**src/rtl/event_gap_monitor.sv**
```systemverilog
// Event gap monitor: times the spacing of single-cycle event pulses,
// tracks the worst inter-event gap and latches a sticky timeout fault.
module event_gap_monitor #(
   parameter int GAP_W   = 8,
   parameter int MAX_GAP = 20,
   parameter int CNT_W   = 4
) (
   input  logic             clk,
   input  logic             rst,
   input  logic             en,
   input  logic             clr,
   input  logic             ev,
   output logic [1:0]       state,
   output logic [GAP_W-1:0] gap,
   output logic [GAP_W-1:0] max_gap,
   output logic [CNT_W-1:0] ev_count,
   output logic             cnt_sat,
   output logic             timeout
);

   typedef enum logic [1:0] {
      S_IDLE  = 2'd0,
      S_ARMED = 2'd1,
      S_TRACK = 2'd2,
      S_FAULT = 2'd3
   } state_t;

   localparam logic [GAP_W-1:0] LP_LAST = GAP_W'(MAX_GAP - 1);
   localparam logic [GAP_W-1:0] LP_MAX  = GAP_W'(MAX_GAP);
   localparam logic [CNT_W-1:0] LP_SAT  = '1;

   generate
      if ((MAX_GAP < 1) || (MAX_GAP > (2 ** GAP_W) - 1)) begin : g_bad_max_gap
         $error("event_gap_monitor: MAX_GAP out of range for GAP_W");
      end
   endgenerate

   state_t           r_state;
   logic [GAP_W-1:0] r_gap;
   logic [GAP_W-1:0] r_max_gap;
   logic [CNT_W-1:0] r_ev_count;
   logic             r_cnt_sat;
   logic             r_timeout;

   state_t           w_state_nxt;
   logic [GAP_W-1:0] w_gap_nxt;
   logic [GAP_W-1:0] w_max_nxt;
   logic [CNT_W-1:0] w_cnt_nxt;
   logic             w_sat_nxt;
   logic             w_tout_nxt;
   logic             w_accept;

   always_ff @(posedge clk) begin
      if (rst || clr) begin
         r_state    <= S_IDLE;
         r_gap      <= '0;
         r_max_gap  <= '0;
         r_ev_count <= '0;
         r_cnt_sat  <= 1'b0;
         r_timeout  <= 1'b0;
      end else begin
         r_state    <= w_state_nxt;
         r_gap      <= w_gap_nxt;
         r_max_gap  <= w_max_nxt;
         r_ev_count <= w_cnt_nxt;
         r_cnt_sat  <= w_sat_nxt;
         r_timeout  <= w_tout_nxt;
      end
   end

   always_comb begin
      w_state_nxt = r_state;
      w_gap_nxt   = r_gap;
      w_max_nxt   = r_max_gap;
      w_tout_nxt  = r_timeout;
      w_accept    = 1'b0;
      unique case (r_state)
         S_IDLE: begin
            if (en) begin
               w_state_nxt = S_ARMED;
               w_gap_nxt   = '0;
            end
         end
         S_ARMED, S_TRACK: begin
            if (!en) begin
               w_state_nxt = S_IDLE;
               w_gap_nxt   = '0;
            end else if (ev) begin
               w_state_nxt = S_TRACK;
               w_gap_nxt   = '0;
               w_accept    = 1'b1;
               // the arming wait is not an inter-event gap
               if ((r_state == S_TRACK) && (r_gap > r_max_gap))
                  w_max_nxt = r_gap;
            end else if (r_gap == LP_LAST) begin
               w_state_nxt = S_FAULT;
               w_gap_nxt   = LP_MAX;
               w_tout_nxt  = 1'b1;
            end else begin
               w_gap_nxt = r_gap + GAP_W'(1);
            end
         end
         S_FAULT: begin
            w_tout_nxt = 1'b1;
         end
      endcase
   end

   always_comb begin
      w_cnt_nxt = r_ev_count;
      if (w_accept && (r_ev_count != LP_SAT))
         w_cnt_nxt = r_ev_count + CNT_W'(1);
      w_sat_nxt = (w_cnt_nxt == LP_SAT);
   end

   assign state    = r_state;
   assign gap      = r_gap;
   assign max_gap  = r_max_gap;
   assign ev_count = r_ev_count;
   assign cnt_sat  = r_cnt_sat;
   assign timeout  = r_timeout;

   a_tout_fault: assert property (@(posedge clk) disable iff (rst)
      r_timeout == (r_state == S_FAULT));

   a_gap_bound: assert property (@(posedge clk) disable iff (rst)
      r_gap <= LP_MAX);

   a_track_cnt: assert property (@(posedge clk) disable iff (rst)
      (r_state == S_TRACK) |-> (r_ev_count != '0));

   a_rose_tout: assert property (@(posedge clk) disable iff (rst)
      $rose(r_timeout) |-> $past(!ev));

   c_max_edge: cover property (@(posedge clk) disable iff (rst)
      (r_state == S_TRACK) && (r_max_gap == LP_LAST));

endmodule

```
**config.mk**
```make
export PLATFORM = sky130hd
export DESIGN_NAME = event_gap_monitor
export DESIGN_NICKNAME = d
export VERILOG_FILES = /design/src/rtl/event_gap_monitor.sv
export SDC_FILE = /design/constraint.sdc
export NUM_CORES = 1
export LEC_CHECK = 0
export ABC_AREA = 1
export CORE_ASPECT_RATIO = 1.2
export CORE_UTILIZATION = 25
export CTS_BUF_LIST = sky130_fd_sc_hd__clkbuf_8
export CTS_CLUSTER_DIAMETER = 80
export DETAILED_ROUTE_END_ITERATION = 7
export PLACE_DENSITY = 0.53
export SYNTH_ARGS = -nofsm -noshare
export SYNTH_HDL_FRONTEND = slang
export SYNTH_SLANG_ARGS = --single-unit
```
**constraint.sdc**
```tcl
create_clock -name clk -period 1.6 [get_ports clk]
set_input_delay 0.32 -clock clk [delete_from_list [all_inputs] [get_ports clk]]
set_output_delay 0.32 -clock clk [all_outputs]
set_load 0.05 [all_outputs]
```
# --- After elaboration in Yosys (flattened, before gate mapping) ---
# Cells that the tools add are included.
totals:
  ff_bits: 24
  in_bits: 5
  wordCells: 49
classes:
  n_addsub: 2
  n_lt_le_gt_ge: 1
  n_eq_ne: 11
  n_mux: 18
  n_reduce_logical: 11
ops:
  columns: ["operator", "n"]
  rows:
  - ["8-bit two-way mux", 4]
  - ["8-bit case mux with 2 select lines", 1]
  - ["8-bit by 1-bit adder with 8-bit output, second input constant", 1]
  - ["8-bit by 5-bit == test with 1-bit output, second input constant", 1]
  - ["8-bit greater-than comparator", 1]
  - ["2-bit two-way mux", 4]
  - ["2-bit != test, second input constant", 4]
  - ["4-bit != test, second input constant", 2]
  - ["4-bit AND reduction", 2]
  - ["1-bit two-way mux", 6]
  - ["4-bit by 1-bit adder with 4-bit output, second input constant", 1]
  - ["2-bit == test, second input constant", 2]
  - ["4-bit == test, second input constant", 1]
  - ["4-bit two-way mux", 1]
  - ["2-bit case mux with 2 select lines", 1]
  - ["2-bit nonzero test", 2]
  - ["3-bit AND reduction", 1]
  - ["2-bit by 1-bit == test with 1-bit output, second input constant", 1]
  - ["1-bit logical AND", 2]
  - ["2-bit zero test", 1]
  - ["1-bit case mux with 2 select lines", 1]
  - ["2-bit AND reduction", 1]
  - ["2-bit OR reduction", 1]
  - ["1-bit logical OR", 1]

# --- Depth between registers and ports, before layout ---
# Gate-level depths: netlist of run 1.
logic_depth:
  depth_word: 6
  ltp_mapped: 13

# --- Least setup slack after synthesis of run 1 ---
# No wires, ideal clock.
synth_path:
  path_type: "register -> register"
  startpoint: "register r_state[0] (netlist: state[0])"
  endpoint: "register r_max_gap[0] (netlist: max_gap[0])"
  setup_time_ns: 0.117
  arrival_time_ns: 1.868
  setup_slack_ns: -0.385
  stages_incl_launch_ff: 11
  n_path_buf: 1
  synth_period_minus_slack_ns: 1.985
  cell_sequence: "dfxtp_1 inv_1 ha_1 nand2_2 nor2_4 nand2_2 a21oi_4 buf_6 nand3_1 nand2_1 nor2_1"
synth_between:
  elab_chain_len: 3
  elab_cells_between_ends: 5
  cone_classes: "eq/ne (2); reduce/logical (3)"
synth_lines:
  columns: ["item", "line_no", "rtl"]
  rows:
  - ["start, declared", "38", "state_t r_state;"]
  - ["start signal, assigned", "62", "r_state <= w_state_nxt;"]
  - ["2-bit == test or 2-bit by 1-bit == test with 1-bit output (tied branches)", "77, 93", null]
  - ["2-bit OR reduction or 1-bit logical AND (tied branches)", "77, 93", null]
  - ["4-bit AND reduction (no line) (*)", null, null]
  - ["end signal, assigned", "64", "r_max_gap <= w_max_nxt;"]
  - ["end, declared", "40", "logic [GAP_W-1:0] r_max_gap;"]
# Mark *: on every way between the ends. The rest lies on a longest branch, timed or not.
# A chain may end at the register's enable or synchronous reset.

# --- Final worst setup path of run 1 ---
layout_path:
  startpoint: "register r_max_gap[7] (netlist: max_gap[7])"
  endpoint: "register r_max_gap[4] (netlist: max_gap[4])"
layout_between:
  elab_chain_len: 3
layout_lines:
  columns: ["item", "line_no", "rtl"]
  rows:
  - ["8-bit greater-than comparator", "93", "if ((r_state == S_TRACK) && (r_gap > r_max_gap))"]
  - ["1-bit logical AND", "93", null]
  - ["4-bit AND reduction (no line)", null, null]
# No other way between the ends.

==> out/summary.txt, run 1 <==
Syn Nets: 219
detailed-route DRC error count: 0
RSZ-0062 raised after global routing: yes
placed inst area: 2060 µm²
vias: 1421
TNS Setup: 0 ps
placer congestion estimate: 0.782
maximum vdd drop: 0.371 mV
worst slew pin tran: 288 ps
vias in the first global route: 1334
Crit. End Element: register
Layout Skew: 4.70 ps
H-tree Lvls: 1
fin area: 2270 µm²
CTS tree: built
layout cells sized above 1: 43.9%
hold-fix buffer count after cts: 0
P_leak: 0.000941 µW
CP startpoint: max_gap[7]$_SDFFE_PP0P_
crit path time final: 1530 ps
clock sink count: 24
required time of the critical path: 1770 ps
Yosys warning count: 0
leading cell type in the layout, fill and taps excluded: buf_4
# setup viols final: 0
worst hold path type: register to register
final core utilization: 42.3%
Congestion Overflow GR: 0
Max transition margin: 80.6%
count of cell types in the netlist: 22
commonest non-fill, non-tap cells in the layout: 37 x buf_4, 32 x nand2_1, 30 x nor2_1
PortBufs: 28
Final Max Tran Viols: 0
CP arrival: 1700 ps
layout net count: 275
Final WS setup: 68.8 ps
Post-Route WL: 3690 µm
number of antenna violations at the first check in global routing: 0
FF-to-FF Start: max_gap[7]$_SDFFE_PP0P_
# Max-Cap Violations: 0
core area: 5370 µm²
largest net degree at the start of global routing: 17
startpoint types: register
Area Overhead vs Synth: 59.9%
GRT Util Overall: 12.5%
Crit Path Class: register to register
first-pass GRT wire length: 6050 µm
Yosys reg bits: 24
CTS root buf: clkbuf_8
DP Wirelength: 2710 µm
n_diodes: 0
Final period util: 95.7%
die area: 5990 µm²
Setup WS pre-CTS: -193 ps
clock latency on the worst-skew pair: 270 ps
Syn Inst Count: 200
Seq/Total Area, Yosys: 33.8%
Clk pin slew, worst setup/hold paths: 90 ps
Worst Path Max Fanout: 5
Hold Fails Final Rpt: 0
Via density: 4.48
Antenna Nets Post-Route: 0
DR iter-0 viols: 30
synthesized area: 1420 µm²
per-cell routed wire length: 11.7 µm
row count: 29
Avg Cell Area, Syn: 7.11 µm²
Inserted Clock Buffers: 3
Cell Pwr Density: 512 nW/µm²
DRT Pass-1 Iters: 6
worst-case clock buffer depth: 2
Hold Path Origin: state[1]$_SDFFE_PP0P_
FMAX: 653 MHz
Initial Util: 26.5%
I/O pin count: 29
Die Wd: 70.8 µm
status: finished, final reports clean
Die H: 84.6 µm
cell type report:
type	count	area, µm²
Fill cell	551	3100
Clock inverter	1	3.75
Timing Repair Buffer	53	532
Clock buffer	3	41.3
Inverter	31	119
Sequential cell	24	541
Multi-Input combinational cell	143	958
Tap cell	62	77.6
sequential cells by signal, indices dropped and copies added, names as in the netlist:
register / cells
ev_count: 4
state: 2
gap: 8
cnt_sat: 1
max_gap: 8
timeout: 1
stage by stage:
stage | power, µW | hold slack, ps | std cells
3_5_place_dp | 786 | 471 | 310
3_3_place_gp | 783 | 463 | 310
5_1_grt | 1230 | 521 | 317
4_1_cts | 1190 | 497 | 314
2_1_floorplan | 706 | 505 | 200
6_report | 1160 | 495 | 317
critical path, cell delays in order, from the launching register on:
cell	delay (ps)
dfxtp_4	360
inv_1	90
ha_4	210
nand2_2	100
nor2_4	50
buf_4	130
a21oi_4	170
buf_6	150
nand3_2	70
nand2_1	70
nor2_1	40
kinds of logic after synthesis:
group	Yosys count	synth area share, %
AO/OA/AOI/OAI	30	13.0
AND/OR/NAND/NOR	94	28.1
adder cells (fa/ha/maj)	14	12.3
buffers and inverters	34	10.3
flip-flops	24	33.8
XOR/XNOR	4	2.46
synth_stat cells:
library cell	n	area share, %
or2_2	1	0.44
o21ai_2	1	0.62
buf_6	1	0.79
nand3_1	16	5.6
a21oi_1	18	6.3
nand2_1	39	10
inv_1	31	8.2
nor3_1	1	0.35
nand2_2	2	0.88
ha_1	14	12
buf_2	1	0.35
nor2_4	2	1.6
o211ai_1	1	0.53
o21ai_0	6	2.1
a21oi_2	1	0.62
a21o_1	1	0.53
clkbuf_8	1	0.97
a21oi_4	2	2.3
dfxtp_1	24	34
xor2_1	4	2.5
nand4_1	1	0.44
nor2_1	32	8.5
repair_timing:
action                     4_1_cts  5_1_grt
cloned                           0        1
pin swaps                        0       14
gates resized for setup          1       31
setup endpoints to repair        6       18
setup buffers                    0        2
power by group:
part / internal (µW) / switching [µW] / total, µW
sequential: 582 / 5.88 / 588
clock: 172 / 211 / 383
combinational: 88.7 / 104 / 193
layer usage:
metal  global-route usage, %  vias to the layer above  wire length, µm
li1                        -                      748                -
met1                    16.4                      641             1650
met2                    21.4                       26             1900
met3                    2.40                        6              110
met4                    2.36                        0               38
met5                       0                        -                0
path summary, 6_finish.rpt:
path,endpoint,slack (ps),cells past startpoint
setup / recovery,max_gap[4]$_SDFFE_PP0P_,70,10
hold / removal,state[1]$_SDFFE_PP0P_,500,2
setup reg to reg,max_gap[4]$_SDFFE_PP0P_,70,10
hold reg to reg,state[1]$_SDFFE_PP0P_,500,2
No activity file was read; power rests on OpenSTA's default activity.
==> run 2: changes to the inputs <==
- SLEW_MARGIN: default -> 30
==> results of run 2 <==
No change in the layout: final DEF, timing and power equal those of run 1.
==> run 3: changes to the inputs <==
- CTS_CLUSTER_DIAMETER: 80 -> default
==> results of run 3 <==
No change in the layout: final DEF, timing and power equal those of run 1.
